**src/rtl/bunki_pred.sv**
```systemverilog
// Branch predictor: 2-bit saturating counters, tagged BTB, resolve/flush path and hit/miss statistics.
// Optional gshare indexing of the counter table is enabled by defining BUNKI_PRED_GSHARE_EN.
module bunki_pred #(
    parameter int         PC_W     = 12,
    parameter int         IDX_W    = 4,
    parameter int         TAG_W    = 4,
    parameter logic [1:0] CTR_INIT = 2'b01,
    parameter int         STAT_W   = 16
) (
    input  logic              clock,
    input  logic              reset,
    input  logic              enable,
    input  logic [PC_W-1:0]   fetch_pc,
    output logic              pred_taken,
    output logic [PC_W-1:0]   pred_target,
    output logic [IDX_W-1:0]  pred_idx,
    output logic [PC_W-1:0]   next_pc,
    input  logic              res_valid,
    input  logic [PC_W-1:0]   res_pc,
    input  logic [IDX_W-1:0]  res_idx,
    input  logic              res_taken,
    input  logic [PC_W-1:0]   res_target,
    input  logic              res_pred_taken,
    input  logic [PC_W-1:0]   res_pred_target,
    output logic              flush,
    output logic [PC_W-1:0]   redirect_pc,
    output logic [STAT_W-1:0] br_count,
    output logic [STAT_W-1:0] miss_count
);

    localparam int DEPTH = 1 << IDX_W;

    function automatic logic [1:0] ctr_step(input logic [1:0] c, input logic taken);
        if (taken)
            return (c == 2'b11) ? c : c + 2'b01;
        return (c == 2'b00) ? c : c - 2'b01;
    endfunction

    function automatic logic [STAT_W-1:0] stat_inc(input logic [STAT_W-1:0] s);
        return (&s) ? s : s + STAT_W'(1);
    endfunction

    logic [1:0]       ctr     [DEPTH];
    logic [DEPTH-1:0] btb_v;
    logic [TAG_W-1:0] btb_tag [DEPTH];
    logic [PC_W-1:0]  btb_tgt [DEPTH];

    logic [IDX_W-1:0] bidx;
    logic [IDX_W-1:0] widx;
    logic [TAG_W-1:0] ftag;
    logic [TAG_W-1:0] wtag;
    logic             hit;
    logic             miss;
    logic             upd;
    logic             unused_fetch_hi;

    // Bits above the tag field take no part in the lookup.
    assign unused_fetch_hi = ^fetch_pc;

    assign bidx = fetch_pc[IDX_W-1:0];
    assign ftag = fetch_pc[IDX_W+TAG_W-1:IDX_W];
    assign widx = res_pc[IDX_W-1:0];
    assign wtag = res_pc[IDX_W+TAG_W-1:IDX_W];

`ifdef BUNKI_PRED_GSHARE_EN
    logic [IDX_W-1:0] ghr;
    assign pred_idx = bidx ^ ghr;
`else
    assign pred_idx = bidx;
`endif

    assign hit         = btb_v[bidx] && (btb_tag[bidx] == ftag);
    assign pred_taken  = hit && ctr[pred_idx][1];
    assign pred_target = btb_tgt[bidx];

    // A taken/taken pair with differing targets is still a mispredict.
    assign miss = res_valid &&
                  ((res_taken != res_pred_taken) ||
                   (res_taken && res_pred_taken && (res_target != res_pred_target)));
    assign flush       = miss;
    assign redirect_pc = res_taken ? res_target : res_pc + PC_W'(1);
    assign next_pc     = flush      ? redirect_pc :
                         pred_taken ? pred_target : fetch_pc + PC_W'(1);

    assign upd = enable && res_valid;

    always_ff @(posedge clock or negedge reset) begin
        if (!reset) begin
            for (int i = 0; i < DEPTH; i++)
                ctr[i] <= CTR_INIT;
            btb_v      <= '0;
            br_count   <= '0;
            miss_count <= '0;
        end else if (upd) begin
            ctr[res_idx] <= ctr_step(ctr[res_idx], res_taken);
            if (res_taken)
                btb_v[widx] <= 1'b1;
            br_count <= stat_inc(br_count);
            if (miss)
                miss_count <= stat_inc(miss_count);
        end
    end

    // Tags and targets are qualified by btb_v, so they need no reset.
    always_ff @(posedge clock) begin
        if (upd && res_taken) begin
            btb_tag[widx] <= wtag;
            btb_tgt[widx] <= res_target;
        end
    end

`ifdef BUNKI_PRED_GSHARE_EN
    always_ff @(posedge clock or negedge reset) begin
        if (!reset)
            ghr <= '0;
        else if (upd)
            ghr <= {ghr[IDX_W-2:0], res_taken};
    end
`endif

endmodule

```
**config.mk**
```make
export PLATFORM = sky130hd
export DESIGN_NAME = bunki_pred
export DESIGN_NICKNAME = d
export VERILOG_FILES = /design/src/rtl/bunki_pred.sv
export SDC_FILE = /design/constraint.sdc
export NUM_CORES = 1
export LEC_CHECK = 0
export CAP_MARGIN = 20
export CELL_PAD_IN_SITES_DETAIL_PLACEMENT = 1
export CELL_PAD_IN_SITES_GLOBAL_PLACEMENT = 1
export CORE_MARGIN = 1.5
export CORE_UTILIZATION = 45
export DETAILED_ROUTE_END_ITERATION = 16
export PLACE_DENSITY_LB_ADDON = 0.1
export SLEW_MARGIN = 20
export SYNTH_ARGS = -nofsm -noshare
export SYNTH_HDL_FRONTEND = slang
export SYNTH_SLANG_ARGS = --single-unit
```
**constraint.sdc**
```tcl
create_clock -name clock -period 11.47 [get_ports clock]
set_input_delay 3.441 -clock clock [delete_from_list [all_inputs] [get_ports clock]]
set_output_delay 3.441 -clock clock [all_outputs]
set_load 0.005 [all_outputs]
```
Word level (Yosys, flattened, before mapping). Memory sizes are Yosys's and may differ from the RTL's. Cells that the tools add are included.

$add $sub $neg: 6. $lt $le $gt $ge: 6. Equality and inequality tests: 4. Mux-type cells: 25. Bitwise logic cells: 5. Reductions and logical operators: 16.

Operators with widths (count): 12-bit two-way mux (3); 16-bit by 1-bit adder with 16-bit output, second input constant (2); 32-bit bitwise mux (1); 16-bit AND reduction (2); 12-bit by 1-bit adder with 12-bit output, second input constant (2); 2-bit two-way mux (10); 2-bit binary-select mux with 4-bit select (2); 16-bit bitwise OR (1); 12-bit inequality test (1); 5-bit greater-or-equal comparator, second input constant (2); 4-bit by 5-bit < comparator with 1-bit output, second input constant (2); 4-bit inverter with 5-bit output (2); 1-bit logical AND (9); 2-bit demux with 4-bit select (1); 1-bit two-way mux (6); 5-bit by 1-bit < comparator with 1-bit output, second input constant (1); 1-bit binary-select mux with 4-bit select (1); 1-bit demux with 4-bit select (1); 4-bit equality test (1); 4-bit by 1-bit greater-or-equal comparator with 1-bit output, second input constant (1); 2-bit AND reduction (2); 3-bit AND reduction (1); 2-bit by 1-bit adder with 2-bit output, second input constant (1); 2-bit equality test, second input constant (1); other kinds (5) (6).

Register bits: 80. Bits in writable memories: 256. Output and inout bits: 74. Logic and storage cells: 83. Memories kept: 2.

Memory list: btb_tgt (words 16, width 12, read ports 1, clocked after memory_dff 0, wr ports 1, line 46) `logic [PC_W-1:0] btb_tgt [DEPTH];`; btb_tag (words 16, width 4, read ports 1, clocked after memory_dff 0, wr ports 1, line 45) `logic [TAG_W-1:0] btb_tag [DEPTH];`.

Logic depth before layout (Yosys ltp). Gate-level depths: netlist (run 1).

Depth after elaboration: 10. Depth in mapped cells: 11.

Worst setup path before layout (run 1). Ideal clock, no wire load.

Path type: input port to output port. Start point: in fetch_pc[1]. End point: out next_pc[1]. Arrival: 5.691 ns. Path slack: 2.338 ns. Cell stages on the path: 9. Path buffers: 2. Cell sequence: buf_4 > buf_4 > mux2i_1 > mux4_2 > xor2_1 > nand4_1 > a221oi_4 > mux2_2 > mux2_2.

Longest elaborated chain between the ends: 7.

RTL lines: start, declared (line 13) `input logic [PC_W-1:0] fetch_pc,`; parallel branches: the longest is 5 deep, another holds memory 16 x 4 bit; 12-bit two-way mux * (line 83) `pred_taken ? pred_target : fetch_pc + PC_W'(1);`; 12-bit two-way mux * (line 82) `assign next_pc = flush ? redirect_pc :`; end, declared (line 17) `output logic [PC_W-1:0] next_pc,`.

Every way passes the cells marked *. The select of a mux whose other input is x is not followed.

Final worst setup path (run 1). Ends and elaborated chain as after synthesis.

==> key figures, run 1 <==
Drt
  • Post-DRT Antenna Nets: 0
  • Wirelength, routed: 37.5 mm
  • Via count: 8,222
  • Via density: 5.71
  • Drc violations: 0
  • First-pass DRT Iterations: 5
  • Wire per inst: 26.0 um
  • Iter 0 DRT Violations: 699

Timing
  • Maximum clock frequency: 0.0963 GHz
  • Final slew viol count: 0
  • Post-route clock period utilization: 90.5%
  • Setup violations, final: 0
  • Layout Skew: 0.0112 ns
  • Slew headroom: 36.2%
  • Worst-margin pin slew: 0.955 ns
  • Hold Vio Cnt, Final: 0
  • Setup TNS: 0 ns
  • Unrepaired setup endpoints after global routing: no
  • Final min period: 10.39 ns
  • Final WS setup: 1.08 ns

Synthesis
  • Post-synth EDFFs: 256
  • Post-synth cell types: 47
  • Most common cell in the synthesized netlist: edfxtp_1
  • Post-synthesis average cell area: 17.2 sq um
  • Syn_nets: 912
  • Synth Flop Type: edfxtp_1
  • Synth top area share: 52.9%
  • Synth area leaders: edfxtp_1 (53%), mux4_2 (13%), dfrtp_1 (11%)
  • Synth warn: 0
  • Async SR Flop Fraction: 23.8%
  • Synthesized instance count: 846
  • Area leader, netlist: edfxtp_1
  • Register area share after synthesis: 66.9%
  • Synth cell count leaders: edfxtp_1 (256), mux4_2 (81), dfrtp_1 (64), nand2_1 (50), xnor2_1 (39)
  • Mapped Area: 14,500 sq um
  • Synthesized flop and latch total: 336

Final layout
  • Synthesis-to-finish area growth: 21.8%
  • Layout cells sized above 1: 25.8%
  • # fillers: 2,894
  • Nets@finish: 1,074
  • Post-route cell area: 17,700 sq um
  • Area of the multi-input gates: 4620 sq um
  • FF+latch area: 9710 sq um

Setup path
  • Most used cell, CP: buf_4
  • Critical path depth in cells: 11
  • Crit-path cells: buf_4 > buf_4 > nand3_1 > o21ai_0 > mux4_2 > nand3_1 > a221oi_4 > buf_4 > mux2_2 > mux2_2 > clkdlybuf4s50_1
  • Crit path launch: fetch_pc[1]
  • WP data arrival: 6.94 ns
  • Worst reg-to-reg path cell count: 7
  • Crit path to: next_pc[1]
  • Max incr delay on CP: 0.67 ns
  • Startpoint of the worst register-to-register path: br_count[8]
  • WP buf/inv: 4
  • Crit path launch type: input port
  • R2r setup slk: 8.63 ns
  • R2r endpoint: br_count[9]
  • CP Capture Type: output pin
  • Top Family by Delay on Critical Path: buffers and inverters
  • Crit path max-delay cell type: buf_4
  • Worst path required time: 8.03 ns
  • CP max FO: 61
  • Crit path kind: input port to output pin

Power and ir drop
  • Power Density: 167 nW/um^2
  • Total power: 2.95 mW
  • Leak pwr: 6.26 nW
  • VDD IR max: 0.0980 mV

Global routing
  • Largest net degree at the start of global routing: 62
  • Initial antenna violation count: 2
  • Met2 Use GR: 38.0%
  • Overall Global Routing Usage: 23.0%
  • First-pass GRT wire length: 55.7 mm
  • Total gr overflow: 0
  • Gr busiest metal: met2
  • Met1 Use GR: 32.5%
  • Met3 GRT Util: 3.37%
  • Number of global-route vias before repair: 8,580

Clock network
  • Hold Buf Count CTS: 0
  • Post-CTS Setup Repair Bufs: 0
  • Clock-pin transition on the worst setup and hold timing paths: 0.05 ns
  • Root Buffer: clkbuf_16
  • Deepest clock path buffer count: 3
  • Num CTS Buffers: 37
  • Clock latency on the worst-skew pair: 0.51 ns
  • Clock sinks: 336
  • TritonCTS clock tree: built
  • PostCTS Resize Cnt: 0
  • CTS H-Tree Depth: 2

Placement
  • GPL Wtd Cong: 0.768
  • Pre-CTS setup slack: 1.05 ns
  • Port buffer count: 131
  • Placed Area: 16,400 sq um
  • Dpl hpwl: 24.4 mm

Floorplanning
  • Die W: 183 um
  • Initial Util: 45.9%
  • I/O pin count: 132
  • Standard-cell row count: 65
  • Core Area: 31,600 sq um
  • Die ar.: 33,400 sq um
  • Height of the die: 183 um

Worst hold path
  • Min-delay src: btb_v[11]
  • Hold Path Class: flip-flop to flip-flop
  • Hold depth: 1

Status
  • Outcome: complete, no violations

Job
  • MaxCap Viol Count: 0
[sequential cells by signal, summed over array words and instances (netlist names)]
| register | cells |
|---|---|
| br_count | 16 |
| btb_tag | 64 |
| ctr | 32 |
| btb_tgt | 192 |
| miss_count | 16 |
| btb_v | 16 |
[metrics by stage]
stage	util, %	hold WS [ns]	instances
floorplan	-	0.431	846
global placement	51.9	0.447	1371
detailed placement	51.9	0.452	1371
CTS	55.9	0.466	1439
global route	55.9	0.483	1439
finish	55.9	0.465	1441
[how the worst min path moves through the flow]
stage	slack (ns)	end
3_3_place_gp	0.45	btb_v[11]
4_1_cts	0.47	btb_v[11]
5_1_grt	0.48	btb_v[10]
2_1_floorplan	0.43	btb_v[10]
6_report	0.46	btb_v[11]
3_5_place_dp	0.45	btb_v[11]
[logic make-up (layout without fill, tap and decap cells)]
group           count (synthesis)  after routing  synth area share, %
compound gates                 36             36                 1.62
xor+xnor                       68             68                 4.10
fa+ha+maj                      10             10                0.844
buf+inv                        53            244                 1.84
flops                         336            336                 66.9
mux                           157            157                 18.3
other cells                     0              2                    0
simple gates                  186            186                 6.38
[area by class of cell]
| type | count | share of cell area [%] |
|---|---|---|
| clock inverters | 19 | 1.18 |
| repair buffers | 164 | 8.75 |
| multi-input cells | 457 | 26.1 |
| inverters | 12 | 0.255 |
| well taps | 402 | 2.84 |
| flip-flops and latches | 336 | 54.9 |
| clock buffers | 49 | 5.90 |
| diodes | 2 | 0.0283 |
[layout by cell type (no fill, tap or decap), types with 4 or more instances in the layout]
cell               n
mux2i_1           37
edfxtp_1         256
o21ai_0           16
nand4_1           11
clkdlybuf4s50_1  127
nor2_4             5
ha_1               8
clkinv_2           8
buf_4             36
nor3_2             4
nor2_2             6
xor2_1            29
clkbuf_1           7
inv_1             11
nand2_1           50
or2_2             17
nand3_1           30
bufinv_16          4
and2_1             5
nor3_1             6
dfrtp_1           64
nor2_1            21
dfstp_2           16
mux2_2            37
mux4_2            81
and3_1            11
xnor2_1           39
a21oi_1            4
nand2b_1           5
clkbuf_16         39
o21ai_1            8
[per-layer routing]
metal / up-vias / routed length (um)
met5: - / 0
met4: 0 / 573
met3: 37 / 1830
met2: 242 / 18500
met1: 4345 / 16600
li1: 3598 / -
[power breakdown]
group | switching [mW] | total, mW | leakage, nW | internal (mW)
sequential | 0.0425 | 1.42 | 3.31 | 1.38
clock | 0.475 | 1.21 | 0.614 | 0.734
combinational | 0.147 | 0.325 | 2.34 | 0.178
total | 0.665 | 2.95 | 6.26 | 2.29
Power figures use the tool's default switching activity.
==> run 2: changes to the inputs <==
--- a/config.mk
+++ b/config.mk
@@ -11,6 +11,7 @@
 export CORE_MARGIN = 1.5
 export CORE_UTILIZATION = 45
 export DETAILED_ROUTE_END_ITERATION = 16
+export HOLD_SLACK_MARGIN = 0.05
 export PLACE_DENSITY_LB_ADDON = 0.1
 export SLEW_MARGIN = 20
 export SYNTH_ARGS = -nofsm -noshare
==> results of run 2 <==
Same layout as run 1: the final DEF is identical, and so are final timing and power.
==> run 3: changes to the inputs <==
--- a/config.mk
+++ b/config.mk
@@ -5,6 +5,7 @@
 export SDC_FILE = /design/constraint.sdc
 export NUM_CORES = 1
 export LEC_CHECK = 0
+export ABC_AREA = 1
 export CAP_MARGIN = 20
 export CELL_PAD_IN_SITES_DETAIL_PLACEMENT = 1
 export CELL_PAD_IN_SITES_GLOBAL_PLACEMENT = 1
==> run 3 against run 2 <==
Critical path type unchanged; setup slack worse by 0.11 ns; wire length is 33% higher; sequential share of layout area is 2.5 points lower; global-route usage is 5.5 points higher; synthesized cell count is 81% higher; design area is 4.7% higher; first-iteration DRC count is 33% higher; fmax is 1.1% lower; utilization is 0.81 points lower; hold slack hardly changed.
==> key figures, run 3 <==
Global routing
  • First-pass GRT wire length: 76.6 mm (was 55.7 mm)
  • Number of global-route vias before repair: 12.7k (was 8,580)
  • Largest net degree at the start of global routing: 70 (was 62)
  • Initial antenna violation count: 0 (was 2)
  • Total gr overflow: 0 (unchanged)
  • Overall Global Routing Usage: 28.5% (was 23.0%)

Setup path
  • Crit path launch type: input port (unchanged)
  • Worst path required time: 8.03 ns (about the same)
  • Worst reg-to-reg path cell count: 8 (was 7)
  • CP Capture Type: output pin (unchanged)
  • WP data arrival: 7.06 ns (was 6.94 ns)
  • CP max FO: 17 (was 61)
  • Crit path kind: input port to output pin (unchanged)

Power and ir drop
  • VDD IR max: 0.125 mV (was 0.0980 mV)
  • Leak pwr: 7.22 nW (was 6.26 nW)
  • Total power: 3.01 mW (was 2.95 mW)
  • Power Density: 163 nW/um^2 (was 167 nW/um^2)

Timing
  • Layout Skew: 0.0200 ns (was 0.0112 ns)
  • Unrepaired setup endpoints after global routing: no (unchanged)
  • Slew headroom: 39.0% (was 36.2%)
  • Setup TNS: 0 ns (unchanged)
  • Hold Vio Cnt, Final: 0 (unchanged)
  • Final WS setup: 0.973 ns (was 1.08 ns)
  • Worst-margin pin slew: 0.913 ns (was 0.955 ns)
  • Post-route clock period utilization: 91.5% (was 90.5%)
  • Setup violations, final: 0 (unchanged)
  • Final slew viol count: 0 (unchanged)
  • Final min period: 10.50 ns (was 10.39 ns)
  • Maximum clock frequency: 0.0953 GHz (was 0.0963 GHz)

Synthesis
  • Synthesized flop and latch total: 336 (unchanged)
  • Post-synth EDFFs: 256 (unchanged)
  • Synth Flop Type: edfxtp_1 (unchanged)
  • Area leader, netlist: edfxtp_1 (unchanged)
  • Synth top area share: 49.8% (was 52.9%)
  • Most common cell in the synthesized netlist: nand2_1 (was edfxtp_1)
  • Synthesized instance count: 1,534 (was 846)
  • Mapped Area: 15,400 sq um (was 14,500 sq um)
  • Synth area leaders: edfxtp_1 (50%), dfrtp_1 (10%), nand2_1 (8.8%) (was edfxtp_1 (53%), mux4_2 (13%), dfrtp_1 (11%))
  • Async SR Flop Fraction: 23.8% (unchanged)
  • Synth warn: 0 (unchanged)
  • Register area share after synthesis: 62.9% (was 66.9%)
  • Post-synth cell types: 43 (was 47)
  • Syn_nets: 1,600 (was 912)
  • Post-synthesis average cell area: 10.1 sq um (was 17.2 sq um)
  • Synth cell count leaders: nand2_1 (361), edfxtp_1 (256), nor2_1 (201), nand3_1 (120), o21ai_0 (112) (was edfxtp_1 (256), mux4_2 (81), dfrtp_1 (64), nand2_1 (50), xnor2_1 (39))

Job
  • MaxCap Viol Count: 0 (unchanged)

Final layout
  • Synthesis-to-finish area growth: 20.0% (was 21.8%)
  • Number of flip-flops in the largest register: 192 (unchanged)
  • # fillers: 3,690 (was 2,894)
  • Layout cells sized above 1: 10.8% (was 25.8%)
  • Nets@finish: 1,745 (was 1,074)
  • Most frequent cells in the layout: nand2_1 (361), edfxtp_1 (256), nor2_1 (185), clkdlybuf4s50_1 (128), nand3_1 (120) (was edfxtp_1 (256), clkdlybuf4s50_1 (127), mux4_2 (81), dfrtp_1 (64), nand2_1 (50))
  • Finished Layout Cells: 2,158 (was 1,441)
  • Final Util: 55.1% (was 55.9%)
  • Top reg by flops: btb_tgt (unchanged)
  • Commonest non-fill, non-tap cell in the layout: nand2_1 (was edfxtp_1)
  • N_diodes: 0 (was 2)
  • Biggest regs: btb_tgt (192), btb_tag (64), ctr (32) (unchanged)

Floorplanning
  • Height of the die: 188 um (was 183 um)
  • Die ar.: 35,400 sq um (was 33,400 sq um)
  • Standard-cell row count: 67 (was 65)
  • I/O pin count: 132 (unchanged)
  • Initial Util: 45.9% (about the same)
  • Die W: 188 um (was 183 um)
  • Core Area: 33,600 sq um (was 31,600 sq um)

Drt
  • Via count: 12.1k (was 8,222)
  • First-pass DRT Iterations: 5 (unchanged)
  • Wire per inst: 23.1 um (was 26.0 um)
  • Drc violations: 0 (unchanged)
  • Post-DRT Antenna Nets: 0 (unchanged)
  • Wirelength, routed: 49.9 mm (was 37.5 mm)
  • Iter 0 DRT Violations: 932 (was 699)
  • Via density: 5.62 (was 5.71)

Clock network
  • Clock-pin transition on the worst setup and hold timing paths: 0.05 ns (about the same)
  • Post-CTS Setup Repair Bufs: 0 (unchanged)
  • Clock latency on the worst-skew pair: 0.54 ns (was 0.51 ns)
  • Deepest clock path buffer count: 3 (unchanged)
  • Root Buffer: clkbuf_16 (unchanged)
  • Clock sinks: 336 (unchanged)
  • CTS H-Tree Depth: 2 (unchanged)
  • Num CTS Buffers: 39 (was 37)
  • PostCTS Resize Cnt: 0 (unchanged)
  • TritonCTS clock tree: built (unchanged)
  • Hold Buf Count CTS: 0 (unchanged)

Placement
  • GPL Wtd Cong: 0.893 (was 0.768)
  • Port buffer count: 131 (unchanged)
  • # placed instances: 2,086 (was 1,371)
  • Pre-CTS setup slack: 1.06 ns (was 1.05 ns)
  • Dpl hpwl: 33.5 mm (was 24.4 mm)

Status
  • Outcome: complete, no violations (unchanged)

Worst hold path
  • Hold Path Class: flip-flop to flip-flop (unchanged)
  • Hold depth: 1 (unchanged)
==> run 3: metal layers <==
metal | GRT usage (%) | vias up | routed length [um]
met1 | 39.3 | 6126 | 21500
met3 | 3.46 | 95 | 2820
met4 | 9.82 | 0 | 1690
li1 | - | 5493 | -
met5 | 0 | - | 0
met2 | 46.9 | 410 | 23900
==> run 3: stage by stage <==
step	hold slack, ns	cell area (sq um)
floorplan	0.440	15400
global placement	0.451	17300
detailed placement	0.455	17300
CTS	0.468	18500
global route	0.482	18500
finish	0.465	18500
==> run 3: area by class of cell <==
cell class,count,area [sq um],area share (%)
Tap cell,448,561,3.03
Clock buffer,44,995,5.37
Multi-Input combinational cell,1011,4920,26.6
Sequential cell,336,9710,52.4
Clock inverter,28,258,1.39
Timing Repair Buffer,175,1630,8.81
Inverter,116,438,2.37
==> run 3: cell families (layout without fill, tap and decap cells) <==
family          after synthesis  after routing  share of synthesized area [%]
simple gates                742            742                           20.1
flops                       336            336                           62.9
compound gates              208            208                           7.86
buf+inv                     187            363                           5.46
xor+xnor                     53             53                           3.01
fa+ha+maj                     8              8                          0.649
==> run 3: worst paths after layout <==
path	to	from	slack [ns]
worst max-delay path	next_pc[0]	fetch_pc[2]	0.97
worst min-delay path	btb_v[0]	btb_v[0]	0.47
worst max register to register	miss_count[13]	miss_count[0]	8.85
worst min register to register	btb_v[0]	btb_v[0]	0.47
max in group asynchronous	btb_v[5]	reset	7.59
min in group asynchronous	miss_count[9]	reset	2.76
==> run 3: where the power goes <==
part,internal (mW),switching [mW]
clock network,0.719,0.513
logic,0.150,0.219
registers,1.37,0.0419
total,2.24,0.775
==> run 3: critical path: stages <==
cell and delay, ns:
clkdlybuf4s50_1 0.54, buf_4 0.26, nand2_1 0.08, clkinv_1 0.55, nand2_1 0.24, nand2_1 0.09, inv_2 0.06, nand2_1 0.05
nand2_1 0.05, nand3_1 0.11, nor2_4 0.32, nand2_2 0.28, nand2_1 0.13, nand3_1 0.19, nand2_1 0.14, clkdlybuf4s50_1 0.51
